`config.mk`:
```
export PLATFORM = sky130hd
export DESIGN_NAME = decode_stage_flat
export DESIGN_NICKNAME = d
export VERILOG_FILES = /design/src/rtl/decode_stage_if.sv /design/src/rtl/decode_stage.sv /design/src/flat_wrapper.sv
export SDC_FILE = /design/constraint.sdc
export NUM_CORES = 1
export LEC_CHECK = 0
export ABC_AREA = 1
export ABC_CLOCK_PERIOD_IN_PS = 1800
export BUFFER_PORTS_ARGS = -buffer_cell sky130_fd_sc_hd__buf_2
export CORE_UTILIZATION = 44
export CTS_CLUSTER_SIZE = 16
export DETAILED_ROUTE_END_ITERATION = 8
export GPL_TIMING_DRIVEN = 1
export PLACE_DENSITY = 0.75
export SYNTH_ARGS = -nofsm -noshare
export SYNTH_HDL_FRONTEND = slang
export SYNTH_SLANG_ARGS = --single-unit
```
`constraint.sdc`:
```
create_clock -name clk -period 1.8 [get_ports clk]
set_input_delay 0.36 -clock clk [delete_from_list [all_inputs] [get_ports clk]]
set_output_delay 0.36 -clock clk [all_outputs]
set_load 0.02 [all_outputs]
```
`src/rtl/decode_stage_if.sv`:
```
// rtl/decode_stage_if.sv - fetch/execute/writeback signal bundle around the decode stage
interface decode_stage_if #(
   parameter int INSTR_W = 16,
   parameter int REG_AW  = 2,
   parameter int IMM_W   = INSTR_W - 4 - 2*REG_AW
);
   localparam int NREG = 2**REG_AW;

   logic               in_valid;
   logic               in_ready;
   logic [INSTR_W-1:0] instruction;
   logic               out_valid;
   logic               out_ready;
   logic               reg_write;
   logic               reg_dst;
   logic               alu_src_a;
   logic               alu_src_b;
   logic               mem_write;
   logic               mem_to_reg;
   logic [2:0]         alu_op;
   logic [3:0]         opcode;
   logic [REG_AW-1:0]  rs_addr;
   logic [REG_AW-1:0]  rt_addr;
   logic [REG_AW-1:0]  rd_addr;
   logic [IMM_W-1:0]   imm;
   logic               wb_valid;
   logic [REG_AW-1:0]  wb_addr;
   logic               flush;
   logic               illegal_seen;
   logic [NREG-1:0]    pending;

   modport master (
      output in_valid, instruction, out_ready, wb_valid, wb_addr, flush,
      input  in_ready, out_valid, reg_write, reg_dst, alu_src_a, alu_src_b,
             mem_write, mem_to_reg, alu_op, opcode, rs_addr, rt_addr, rd_addr,
             imm, illegal_seen, pending
   );

   modport slave (
      input  in_valid, instruction, out_ready, wb_valid, wb_addr, flush,
      output in_ready, out_valid, reg_write, reg_dst, alu_src_a, alu_src_b,
             mem_write, mem_to_reg, alu_op, opcode, rs_addr, rt_addr, rd_addr,
             imm, illegal_seen, pending
   );
endinterface

```
`src/rtl/decode_stage.sv`:
```
// rtl/decode_stage.sv - registered instruction decode stage with RAW/WAW scoreboard
module decode_stage #(
   parameter int INSTR_W = 16,
   parameter int REG_AW  = 2,
   parameter int IMM_W   = INSTR_W - 4 - 2*REG_AW
) (
   input logic           clk,
   input logic           rst,
   decode_stage_if.slave bus
);
   localparam int NREG   = 2**REG_AW;
   localparam int OP_LSB = INSTR_W - 4;
   localparam int RS_LSB = OP_LSB - REG_AW;
   localparam int RT_LSB = RS_LSB - REG_AW;
   localparam int RD_LSB = RT_LSB - REG_AW;
   localparam logic [NREG-1:0] ONE = {{(NREG-1){1'b0}}, 1'b1};

   logic [3:0]        f_op;
   logic [REG_AW-1:0] f_rs, f_rt, f_rd, dest;
   logic              legal, r_fmt, uses_rt;
   logic              d_rw, d_dst, d_srca, d_srcb, d_mw, d_m2r;
   logic [2:0]        d_aluop;
   logic [NREG-1:0]   clr, set, eff;
   logic              hazard, ready, accept;

   assign f_op = bus.instruction[INSTR_W-1:OP_LSB];
   assign f_rs = bus.instruction[RS_LSB +: REG_AW];
   assign f_rt = bus.instruction[RT_LSB +: REG_AW];
   assign f_rd = bus.instruction[RD_LSB +: REG_AW];

   always_comb begin
      legal   = 1'b1;
      r_fmt   = 1'b0;
      uses_rt = 1'b0;
      d_rw    = 1'b0;
      d_dst   = 1'b0;
      d_srca  = 1'b0;
      d_srcb  = 1'b0;
      d_mw    = 1'b0;
      d_m2r   = 1'b0;
      d_aluop = 3'b000;
      case (f_op)
         4'h0: begin d_rw = 1'b1; d_srcb = 1'b1; d_m2r = 1'b1; end
         4'h1: begin uses_rt = 1'b1; d_srcb = 1'b1; d_mw = 1'b1; end
         4'h2: begin r_fmt = 1'b1; uses_rt = 1'b1; d_rw = 1'b1; d_dst = 1'b1; end
         4'h3: begin d_rw = 1'b1; d_srcb = 1'b1; end
         4'h4: begin r_fmt = 1'b1; uses_rt = 1'b1; d_rw = 1'b1; d_dst = 1'b1;
                     d_srca = 1'b1; d_aluop = 3'b001; end
         4'h5: begin r_fmt = 1'b1; uses_rt = 1'b1; d_rw = 1'b1; d_dst = 1'b1;
                     d_aluop = 3'b010; end
         4'h6: begin d_rw = 1'b1; d_srcb = 1'b1; d_aluop = 3'b010; end
         4'h7: begin r_fmt = 1'b1; uses_rt = 1'b1; d_rw = 1'b1; d_dst = 1'b1;
                     d_aluop = 3'b011; end
         4'h8: begin d_rw = 1'b1; d_srcb = 1'b1; d_aluop = 3'b011; end
         4'h9: begin d_rw = 1'b1; d_srcb = 1'b1; d_aluop = 3'b100; end
         4'hA: begin d_rw = 1'b1; d_srcb = 1'b1; d_aluop = 3'b101; end
         4'hB: begin uses_rt = 1'b1; d_aluop = 3'b110; end
         4'hC: begin uses_rt = 1'b1; d_aluop = 3'b111; end
         4'hD: begin r_fmt = 1'b1; uses_rt = 1'b1; d_rw = 1'b1; d_srca = 1'b1;
                     d_aluop = 3'b010; end
         default: legal = 1'b0;
      endcase
   end

   assign dest = d_dst ? f_rd : f_rt;

   // A writeback landing this cycle releases its register for the incoming instruction.
   assign clr    = bus.wb_valid ? (ONE << bus.wb_addr) : '0;
   assign eff    = bus.pending & ~clr;
   assign hazard = legal && (eff[f_rs] || (uses_rt && eff[f_rt]) || (d_rw && eff[dest]));
   assign ready  = !rst && !bus.flush && !hazard && (!bus.out_valid || bus.out_ready);
   assign accept = bus.in_valid && ready;
   assign set    = (accept && legal && d_rw) ? (ONE << dest) : '0;

   assign bus.in_ready = ready;

   always_ff @(posedge clk) begin
      if (rst) begin
         bus.out_valid    <= 1'b0;
         bus.reg_write    <= 1'b0;
         bus.reg_dst      <= 1'b0;
         bus.alu_src_a    <= 1'b0;
         bus.alu_src_b    <= 1'b0;
         bus.mem_write    <= 1'b0;
         bus.mem_to_reg   <= 1'b0;
         bus.alu_op       <= 3'b000;
         bus.opcode       <= 4'h0;
         bus.rs_addr      <= '0;
         bus.rt_addr      <= '0;
         bus.rd_addr      <= '0;
         bus.imm          <= '0;
         bus.illegal_seen <= 1'b0;
         bus.pending      <= '0;
      end else if (bus.flush) begin
         bus.out_valid <= 1'b0;
         bus.pending   <= '0;
      end else begin
         if (accept && legal) begin
            bus.out_valid  <= 1'b1;
            bus.reg_write  <= d_rw;
            bus.reg_dst    <= d_dst;
            bus.alu_src_a  <= d_srca;
            bus.alu_src_b  <= d_srcb;
            bus.mem_write  <= d_mw;
            bus.mem_to_reg <= d_m2r;
            bus.alu_op     <= d_aluop;
            bus.opcode     <= f_op;
            bus.rs_addr    <= f_rs;
            bus.rt_addr    <= f_rt;
            bus.rd_addr    <= r_fmt ? f_rd : '0;
            bus.imm        <= r_fmt ? '0 : bus.instruction[IMM_W-1:0];
         end else if (bus.out_ready) begin
            bus.out_valid <= 1'b0;
         end
         if (accept && !legal) begin
            bus.illegal_seen <= 1'b1;
         end
         bus.pending <= (bus.pending & ~clr) | set;
      end
   end
endmodule

```
`src/flat_wrapper.sv`:
```
// flat-port wrapper written by rule: the top's interface ports become plain ports
module decode_stage_flat 
#(
   parameter int INSTR_W = 16,
   parameter int REG_AW  = 2,
   parameter int IMM_W   = INSTR_W - 4 - 2*REG_AW
)
  (clk, rst, bus_in_valid, bus_instruction, bus_out_ready, bus_wb_valid, bus_wb_addr, bus_flush, bus_in_ready, bus_out_valid, bus_reg_write, bus_reg_dst, bus_alu_src_a, bus_alu_src_b, bus_mem_write, bus_mem_to_reg, bus_alu_op, bus_opcode, bus_rs_addr, bus_rt_addr, bus_rd_addr, bus_imm, bus_illegal_seen, bus_pending);
  decode_stage_if #(.INSTR_W(INSTR_W), .REG_AW(REG_AW), .IMM_W(IMM_W)) bus_i ();
  input logic clk;
  input logic rst;
  input wire logic [$bits(bus_i.in_valid)-1:0] bus_in_valid;
  input wire logic [$bits(bus_i.instruction)-1:0] bus_instruction;
  input wire logic [$bits(bus_i.out_ready)-1:0] bus_out_ready;
  input wire logic [$bits(bus_i.wb_valid)-1:0] bus_wb_valid;
  input wire logic [$bits(bus_i.wb_addr)-1:0] bus_wb_addr;
  input wire logic [$bits(bus_i.flush)-1:0] bus_flush;
  output wire logic [$bits(bus_i.in_ready)-1:0] bus_in_ready;
  output wire logic [$bits(bus_i.out_valid)-1:0] bus_out_valid;
  output wire logic [$bits(bus_i.reg_write)-1:0] bus_reg_write;
  output wire logic [$bits(bus_i.reg_dst)-1:0] bus_reg_dst;
  output wire logic [$bits(bus_i.alu_src_a)-1:0] bus_alu_src_a;
  output wire logic [$bits(bus_i.alu_src_b)-1:0] bus_alu_src_b;
  output wire logic [$bits(bus_i.mem_write)-1:0] bus_mem_write;
  output wire logic [$bits(bus_i.mem_to_reg)-1:0] bus_mem_to_reg;
  output wire logic [$bits(bus_i.alu_op)-1:0] bus_alu_op;
  output wire logic [$bits(bus_i.opcode)-1:0] bus_opcode;
  output wire logic [$bits(bus_i.rs_addr)-1:0] bus_rs_addr;
  output wire logic [$bits(bus_i.rt_addr)-1:0] bus_rt_addr;
  output wire logic [$bits(bus_i.rd_addr)-1:0] bus_rd_addr;
  output wire logic [$bits(bus_i.imm)-1:0] bus_imm;
  output wire logic [$bits(bus_i.illegal_seen)-1:0] bus_illegal_seen;
  output wire logic [$bits(bus_i.pending)-1:0] bus_pending;
  assign bus_i.in_valid = bus_in_valid;
  assign bus_i.instruction = bus_instruction;
  assign bus_i.out_ready = bus_out_ready;
  assign bus_i.wb_valid = bus_wb_valid;
  assign bus_i.wb_addr = bus_wb_addr;
  assign bus_i.flush = bus_flush;
  assign bus_in_ready = bus_i.in_ready;
  assign bus_out_valid = bus_i.out_valid;
  assign bus_reg_write = bus_i.reg_write;
  assign bus_reg_dst = bus_i.reg_dst;
  assign bus_alu_src_a = bus_i.alu_src_a;
  assign bus_alu_src_b = bus_i.alu_src_b;
  assign bus_mem_write = bus_i.mem_write;
  assign bus_mem_to_reg = bus_i.mem_to_reg;
  assign bus_alu_op = bus_i.alu_op;
  assign bus_opcode = bus_i.opcode;
  assign bus_rs_addr = bus_i.rs_addr;
  assign bus_rt_addr = bus_i.rt_addr;
  assign bus_rd_addr = bus_i.rd_addr;
  assign bus_imm = bus_i.imm;
  assign bus_illegal_seen = bus_i.illegal_seen;
  assign bus_pending = bus_i.pending;
  decode_stage #(.INSTR_W(INSTR_W), .REG_AW(REG_AW), .IMM_W(IMM_W)) u_core (.clk(clk), .rst(rst), .bus(bus_i));
endmodule
```
==> results_dict.tcl, run 1 <==
set metrics [dict create \
    synthTopCellsByArea "dfxtp_1 (40%), nand2_1 (15%), a21oi_1 (10%)" \
    power_frac_clock_pct 37.1 \
    failed_checks "setup timing" \
    min_period_ns 2.04 \
    die_x_um 63.4 \
    grt_use_total_pct 28.9 \
    place.detailed.hpwl_mm 3.36 \
    seq_area_sq_um 662 \
    clk_pin_slew_worst_paths_ns 0.07 \
    post-place-cells 380 \
    grt_util_met1_pct 32.2 \
    ant_nets 0 \
    grt_pass1_vias 2096 \
    clock_skew_ns 0.00589 \
    core_sq_um 3470 \
    start_kind "primary input" \
    use_met2_pct 48.8 \
    cp-end-kind "register" \
    nFillCells 215 \
    synth_top_area_cell "dfxtp_1" \
    antenna_cells 0 \
    die_h_um 63.4 \
    avgViaCountPerCell 5.46 \
    rows 21 \
    largest_register_ffs 8 \
    gp_congestion 0.913 \
    grt_pass1_wl_mm 9.08 \
    grt_max_degree 21 \
    mostFrequentLayoutCells "buf_2 (52), buf_4 (45), nand2_1 (35)" \
    fin_util_pct 84.8 \
    cp_data_arrival_time_ns 2.25 \
    hold_buffers 0 \
    max-slew-margin-rel_pct 75.0 \
    seqPwrFrac_pct 38.7 \
    netSwitchingPower_w 0.000559 \
    insertion_delay_ns 0.29 \
    avgSynthCellArea_sq_um 6.63 \
    yosysTopAreaCellShare_pct 39.9 \
    post_drt_wl_per_cell_um 16.5 \
    synth_cell_types 23 \
    required_ns 2.02 \
    cts_sinks 33 \
    fin_crit_sh_pct 113 \
    drt_wl_total_mm 6.83 \
    drc 0 \
    rsz0062_at_grt "true" \
    final_common_cell "buf_2" \
    vias 2254 \
    synth_fp_nets 274 \
    fmax_ghz 0.491 \
    multi_input_area_sq_um 1090 \
    worst-path-max-fanout 6 \
    finalPower_w 0.00196 \
    clock_path_buffers 2 \
    p_comb_share_pct 24.2 \
    syn_inst 250 \
    finalMaxSlewViolations 0 \
    switching_share_pct 28.5 \
    start_util_pct 47.8 \
    syn2layout_area_growth_pct 77.5 \
    fin_cells 413 \
    crit_type "in -> reg" \
    pin_count 58 \
    max_slew.worst_pin.slew_ns 0.371 \
    setup_viol 33 \
    first_pass_iters 6 \
    hp-class "in -> reg" \
    ys_ff_latch 33 \
    layout.nets 390 \
    io_buffers 57 \
    cts_tree "yes" \
    grt_overflow_total 0 \
    netlist_area_sq_um 1660 \
    hold_viol_final 0 \
    grt_busiest_layer "met2" \
    drv_cap 0 \
    h-tree-depth 2 \
    antenna_found_initial 0 \
    ir_drop_uv 820 \
    ys_seq_area_share_pct 39.9 \
    drive_gt1_share_pct 54.5 \
    top_regs "u_core.bus.imm: 8 flops, u_core.bus.opcode: 4 flops, u_core.bus.pending: 4 flops" \
    setup_slack_ns -0.238 \
    drtIter0Drc 191 \
    p_int_w 0.00140 \
    regMostFlops "u_core.bus.imm" \
    powerDensity_nw_per_um2 666 \
    met3_usage_pct 6.88 \
    outcome "finished with violations" \
    yosysWarnings 0 \
    root_buffer "clkbuf_8" \
    power_leakage_nw 1.47 \
    die-area_sq_um 4010 \
    cts_buffers 5 \
]
[final timing paths]
path	start	endpoint	slack, ns	cells past startpoint
worst max-delay path	bus_instruction[15]	u_core.bus.rt_addr[0]	-0.24	18
worst min-delay path	bus_instruction[1]	u_core.bus.imm[1]	0.31	3
worst max register to register	u_core.bus.pending[3]	u_core.bus.rt_addr[0]	-0.18	16
worst min register to register	u_core.bus.illegal_seen	u_core.bus.illegal_seen	0.45	2
[routing by layer]
layer / routed length [um] / up-vias / share of wire (%)
met1: 2620 / 1048 / 38
met4: 344 / 0 / 5.0
met3: 490 / 41 / 7.2
li1: - / 1033 / -
met5: 0 / - / 0
met2: 3370 / 132 / 49
[critical path, cell delays in order]
cell      delay [ns]
buf_4           0.14
buf_6           0.13
nand2_2         0.07
inv_2           0.05
nand2_1         0.10
nand2_2         0.07
nor2_1          0.14
nor2_1          0.07
nor2_2          0.11
nand2_2         0.09
buf_6           0.13
inv_4           0.05
nand4_4         0.14
buf_6           0.18
buf_8           0.13
clkinv_8        0.07
nand2_1         0.06
a21oi_1         0.14
[metrics by stage]
| stage | instance area (sq um) | setup TNS [ns] | setup slack [ns] | hold WS (ns) |
|---|---|---|---|---|
| 6_report | 2940 | -5.28 | -0.238 | 0.308 |
| 5_1_grt | 2940 | -8.76 | -0.353 | 0.323 |
| 4_1_cts | 2670 | -2.66 | -0.126 | 0.305 |
| 3_5_place_dp | 2250 | -9.77 | -0.342 | 0.442 |
| 3_3_place_gp | 2250 | -9.27 | -0.340 | 0.436 |
| 2_1_floorplan | 1720 | -0.0439 | -0.00928 | 0.503 |
[what timing repair did]
action / CTS / global route
pin swaps: 11 / 24
endpoints found under the hold margin: 0 / 0
gates resized for setup: 38 / 79
setup buffers: 18 / 6
gates cloned: 4 / 0
endpoints found under the setup margin: 25 / 33
[cells by family after synthesis]
group | after synthesis | share of synthesized area (%)
compound gates | 55 | 18.0
flops | 33 | 39.9
simple gates | 124 | 32.2
buf+inv | 38 | 9.97
[cell usage after synthesis]
library cell and instances:
inv_1 22, a211oi_1 2, o21bai_1 1, buf_6 1, nand4_4 1, nand2_1 67
nor2_1 29, nor2_4 1, o221ai_1 1, nor2_2 2, buf_2 3, o21ai_0 9
o21a_1 2, nand2_2 6, dfxtp_1 33, a21oi_1 34, o21ai_1 4, a21boi_0 1
inv_2 7, buf_4 3, clkbuf_1 2, nand3_1 18, o21ai_2 1
[cell type report]
| type | count | share of cell area (%) |
|---|---|---|
| repair buffers | 115 | 28.3 |
| repair inverters | 3 | 1.32 |
| well taps | 46 | 1.96 |
| multi-input cells | 179 | 36.9 |
| clock buffers | 7 | 2.94 |
| clock inverters | 1 | 1.02 |
| flip-flops and latches | 33 | 22.5 |
| inverters | 29 | 4.98 |
[power by group through the flow]
stage / clock network [W] / logic, W / registers [W]
floorplan: 0 / 0.000167 / 0.000795
global placement: 0 / 0.000315 / 0.000772
detailed placement: 0 / 0.000319 / 0.000773
CTS: 0.000727 / 0.000381 / 0.000757
global route: 0.000756 / 0.000500 / 0.000760
finish: 0.000726 / 0.000474 / 0.000759
Power figures use the tool's default switching activity.
==> run 2: changes to the inputs <==
- ABC_CLOCK_PERIOD_IN_PS: 1800 -> 1900
- CORE_UTILIZATION: 44 -> 49
- PLACE_DENSITY: 0.75 -> 0.79
- clock period: 1.8 -> 1.9 ns (I/O delays scaled with it)
==> run 2 against run 1 <==
  * Non-clock buffer count up 2
  * Sequential share of layout area up 1.2 points
  * Clock power down 48%
  * The run still ends with setup timing left
  * Clock skew up 0.00069 ns
==> results_dict.tcl, run 2 (synthesized netlist as in run 1, its figures left out) <==
set metrics [dict create \
    fin_crit_sh_pct 112 \
    root_buffer "clkbuf_4" \
    hp-class "in -> reg" \
    cp_common_cell "nand2_4" \
    drv_cap 0 \
    start_kind "primary input" \
    final_design_area_no_fill_sq_um 2800 \
    grt_use_total_pct 33.6 \
    failed_checks "setup timing" \
    grt_overflow_total 0 \
    crit_path_top_delay_cell "a21boi_2" \
    clk_pin_slew_worst_paths_ns 0.09 \
    min_period_ns 2.13 \
    use_met2_pct 52.7 \
    setup_viol 31 \
    max-slew-margin-rel_pct 73.7 \
    tns_ns -3.12 \
    fin_util_pct 89.5 \
    cts_tree "yes" \
    cp_data_arrival_time_ns 1.75 \
    powerDensity_nw_per_um2 558 \
    largest_register_ffs 8 \
    ant_nets 0 \
    vias 2420 \
    nFillCells 141 \
    hold-worst-slack_ns 0.250 \
    setup_slack_ns -0.230 \
    grt_busiest_layer "met2" \
    cts_sinks 33 \
    drc 0 \
    die-area_sq_um 3620 \
    power_leakage_nw 1.40 \
    mostFrequentLayoutCells "nand2_1 (52), buf_2 (52), buf_4 (52)" \
    start_util_pct 53.0 \
    layout.nets 389 \
    syn2layout_area_growth_pct 69.0 \
    antenna_cells 0 \
    cp_top_family "simple AND/OR/NAND/NOR gates" \
    antenna_found_initial 0 \
    regMostFlops "u_core.bus.imm" \
    met3_usage_pct 10.6 \
    cp_cell_sequence "buf_4 > inv_8 > nand2_4 > nand2_4 > nand2_4 > nand2_4 > nand3_1 > nand2_1 > nand2_1 > nand3_1 > nand2_1 > a21boi_2 > buf_6" \
    h-tree-depth 2 \
    post_drt_wl_per_cell_um 19.1 \
    required_ns 1.52 \
    cts_buffers 5 \
    rows 20 \
    place.detailed.hpwl_mm 3.36 \
    crit_type "in -> out" \
    grt_max_degree 21 \
    pin_count 58 \
    drt_wl_total_mm 7.81 \
    first_pass_iters 6 \
    core_sq_um 3130 \
    cpPeakStageDelay_ns 0.21 \
    gp_congestion 0.891 \
    rsz0062_at_grt "true" \
    finalMaxSlewViolations 0 \
    fmax_ghz 0.470 \
    drtIter0Drc 424 \
    cp_num_buf_inv 3 \
    hold_buffers 0 \
    ir_drop_uv 527 \
    max_slew.worst_pin.slew_ns 0.390 \
    avgViaCountPerCell 5.93 \
    hold_viol_final 0 \
    post_dp_cell_area_sq_um 2230 \
    drive_gt1_share_pct 51.4 \
    die_x_um 60.1 \
    grt_pass1_vias 2013 \
    top_regs "u_core.bus.imm: 8 flops, u_core.bus.opcode: 4 flops, u_core.bus.pending: 4 flops" \
    clock_path_buffers 2 \
    insertion_delay_ns 0.36 \
    grt_pass1_wl_mm 8.89 \
    grt_util_met1_pct 37.7 \
    die_h_um 60.1 \
    worst-path-max-fanout 5 \
    io_buffers 57 \
    outcome "finished with violations" \
    cp-end-kind "primary output" \
    clock_skew_ns 0.00658 \
]
==> run 2: changes by cell type in the layout (fill, tap and decap cells not counted), moves of 3 or more <==
cell | before | now
o21ai_1 | 4 | 8
nand2_1 | 35 | 52
inv_2 | 4 | 7
nor2_2 | 3 | 6
nand2_2 | 25 | 9
inv_8 | 4 | 1
clkbuf_4 | 0 | 5
buf_4 | 45 | 52
inv_1 | 18 | 15
clkbuf_8 | 6 | 0
clkbuf_16 | 0 | 3
buf_6 | 14 | 6
o21ai_0 | 7 | 3
==> run 2: power breakdown <==
part / switching [W] / internal, W
combinational: 0.000271 / 0.000199
sequential: 0.00000904 / 0.000708
clock: 0.000247 / 0.000128
total: 0.000527 / 0.00104
==> run 2: layout make-up <==
| type | instances | area, sq um | share of cell area, % |
|---|---|---|---|
| Sequential cell | 33 | 664 | 23.7 |
| Clock buffer | 5 | 37.5 | 1.34 |
| Clock inverter | 1 | 5.00 | 0.179 |
| Tap cell | 44 | 55.1 | 1.97 |
| Multi-Input combinational cell | 179 | 1030 | 37.0 |
| Inverter | 29 | 134 | 4.78 |
| Timing Repair Buffer | 117 | 868 | 31.0 |
==> run 2: final timing paths <==
kind | from | to | slack, ns | depth (start not counted)
max | bus_instruction[15] | bus_in_ready | -0.23 | 13
min | bus_instruction[3] | u_core.bus.imm[3] | 0.25 | 3
max reg2reg | u_core.bus.pending[0] | u_core.bus.alu_src_a | -0.18 | 14
min reg2reg | u_core.bus.rs_addr[0] | u_core.bus.rs_addr[0] | 0.48 | 2
==> run 2: worst min-delay path, delay by kind of cell <==
kind	cells	cell delay [ns]
compound gates	1	0.04
buf+inv	1	0.08
simple gates	1	0.07
==> run 2: per-stage QoR <==
stage               cells  setup WS (ns)  power, W
CTS                   400        -0.0591   0.00144
global route          408         -0.302   0.00161
detailed placement    377         -0.257   0.00103
global placement      377         -0.206   0.00102
floorplan             250       -0.00263  0.000896
finish                408         -0.230   0.00156
==> run 2: layer usage <==
| metal | part of all wire (%) | vias to the layer above | routed length, um |
|---|---|---|---|
| met5 | 0 | - | 0 |
| met4 | 5.9 | 0 | 463 |
| met3 | 12 | 59 | 937 |
| met2 | 46 | 236 | 3590 |
| met1 | 36 | 1093 | 2820 |
| li1 | - | 1032 | - |
==> run 2: timing repair <==
| item | in CTS | in global routing |
|---|---|---|
| pin swaps | 16 | 16 |
| resized for setup | 48 | 45 |
| endpoints found under the setup margin | 1 | 33 |
| setup buffers | 17 | 5 |
| hold endpoints to repair | 0 | 0 |
| gates cloned | 0 | 4 |
==> run 3: changes to the inputs <==
- ABC_CLOCK_PERIOD_IN_PS: 1900 -> 2250
- PLACE_DENSITY: 0.79 -> 0.81
- clock period: 1.9 -> 2.25 ns (I/O delays scaled with it)
==> run 3 against run 2 <==
  * The run now ends clean
  * Critical endpoint unchanged
  * Clock-buffer cell count grew 3
  * Register-to-register slack gained 0.66 ns
  * Design area shrank 20%
  * Clock skew shrank 0.00075 ns
  * Power shrank 25%
  * Highest routed layer unchanged
  * Worst hold slack gained 0.11 ns
  * Non-clock buffer count shrank 44
  * Sequential share of layout area grew 5.7 points
  * Clock power shrank 16%
  * Sequential cell count is the same
==> results_dict.tcl, run 3 (synthesized netlist as in run 1, its figures left out) <==
set metrics [dict create \
    drtIter0Drc 64 \
    rr_startpoint "u_core.bus.pending[3]" \
    post-place-cells 356 \
    grt_use_total_pct 24.6 \
    first_pass_iters 4 \
    place.detailed.hpwl_mm 3.02 \
    finalMaxSlewViolations 0 \
    hold_buffers 0 \
    grt_pass1_wl_mm 6.62 \
    insertion_delay_ns 0.33 \
    top_regs "u_core.bus.imm: 8 flops, u_core.bus.opcode: 4 flops, u_core.bus.pending: 4 flops" \
    layout.nets 345 \
    drt_wl_total_mm 4.26 \
    crit_type "in -> out" \
    setup_viol 0 \
    hp-class "in -> reg" \
    fin_crit_sh_pct 97.7 \
    final_common_cell "nand2_1" \
    setup_slack_ns 0.0512 \
    hp-start "bus_instruction[1]" \
    pin_count 58 \
    post_drt_wl_per_cell_um 11.6 \
    largest_register_ffs 8 \
    start_util_pct 53.0 \
    start_kind "primary input" \
    fmax_ghz 0.455 \
    min_to "u_core.bus.imm[1]" \
    io_buffers 57 \
    gp_congestion 0.878 \
    core_sq_um 3130 \
    antenna_cells 0 \
    holdPathStages 3 \
    root_buffer "clkbuf_4" \
    hold_viol_final 0 \
    ir_drop_uv 353 \
    mostFrequentLayoutCells "nand2_1 (58), buf_2 (52), a21oi_1 (33), dfxtp_1 (33), nor2_1 (28)" \
    max_slew.worst_pin.slew_ns 0.350 \
    avgViaCountPerCell 5.02 \
    drive_gt1_share_pct 35.1 \
    required_ns 1.80 \
    r2r.worst_path.cells 14 \
    power_leakage_nw 1.13 \
    nFillCells 256 \
    worst-r2r-setup-slack_ns 0.48 \
    cts_buffers 5 \
    clk_pin_slew_worst_paths_ns 0.09 \
    max-slew-margin-rel_pct 76.4 \
    fin_util_pct 71.8 \
    rows 20 \
    min_period_ns 2.20 \
    cp-end-kind "primary output" \
    hold-worst-slack_ns 0.359 \
    cts_tree "yes" \
    syn2layout_area_growth_pct 35.5 \
    grt_max_degree 21 \
    r2r-end "u_core.bus.reg_dst" \
    cp_data_arrival_time_ns 1.75 \
    fin_cells 366 \
    vias 1838 \
    drc 0 \
    h-tree-depth 2 \
    clock_path_buffers 2 \
    cts_sinks 33 \
    die_h_um 60.1 \
    grt_overflow_total 0 \
    drv_cap 0 \
    clock_skew_ns 0.00583 \
    grt_pass1_vias 1607 \
    powerDensity_nw_per_um2 525 \
    outcome "finished clean" \
    ant_nets 0 \
    tns_ns 0 \
    dp_slack_ns -0.0226 \
    worst-path-max-fanout 6 \
    regMostFlops "u_core.bus.imm" \
    antenna_found_initial 0 \
    die_x_um 60.1 \
    die-area_sq_um 3620 \
]
## run 3: worst max path at each step
stage | end | start | cells after the start | slack (ns)
floorplan | bus_in_ready | bus_instruction[14] | 12 | 0.11
global placement | bus_in_ready | bus_instruction[13] | 14 | 0.02
detailed placement | bus_in_ready | bus_instruction[13] | 14 | -0.02
CTS | bus_in_ready | bus_instruction[13] | 12 | 0.02
global route | bus_in_ready | bus_instruction[14] | 12 | -0.06
finish | bus_in_ready | bus_instruction[12] | 12 | 0.05
## run 3: what timing repair did
item,4_1_cts,5_1_grt
resized for setup,2,36
setup endpoints to repair,1,1
buffers inserted,0,2
pin swaps,0,8
## run 3: critical path, cell delays in order
cell and delay [ns]:
clkbuf_4 0.16, inv_2 0.08, nand2_4 0.09, nand2_4 0.07
nand2_4 0.08, nand2_1 0.08, nor2_2 0.11, nor2_1 0.06
nor2_1 0.14, nand2_2 0.08, a21boi_2 0.19, buf_6 0.14
## run 3: cell type report
type / count / area (sq um) / share of cell area (%)
Clock buffer: 8 / 48.8 / 2.17
Inverter: 29 / 116 / 5.18
Multi-Input combinational cell: 179 / 918 / 40.9
Sequential cell: 33 / 661 / 29.4
Tap cell: 44 / 55.1 / 2.45
Timing Repair Buffer: 73 / 445 / 19.8
## run 3: metal layers
layer	share of wire, %	up-vias	wire length [um]	global-route usage, %
met5	0	-	0	0
met3	6.3	8	267	7.58
met2	47	63	1990	39.9
met4	1.4	0	61	8.64
li1	-	937	-	-
met1	46	830	1940	30.5
## run 3: report_power, final
group          total, W  switching [W]  internal (W)
combinational  0.000260       0.000158      0.000101
sequential     0.000604     0.00000649      0.000598
clock          0.000314       0.000190      0.000124
total           0.00118       0.000355      0.000824
## run 3: through the flow
step / instance area (sq um) / power, W
final: 2240 / 0.00118
after CTS: 2110 / 0.00115
after detailed placement: 2060 / 0.000841
after global routing: 2240 / 0.00124
after floorplan: 1660 / 0.000756
after global placement: 2060 / 0.000838
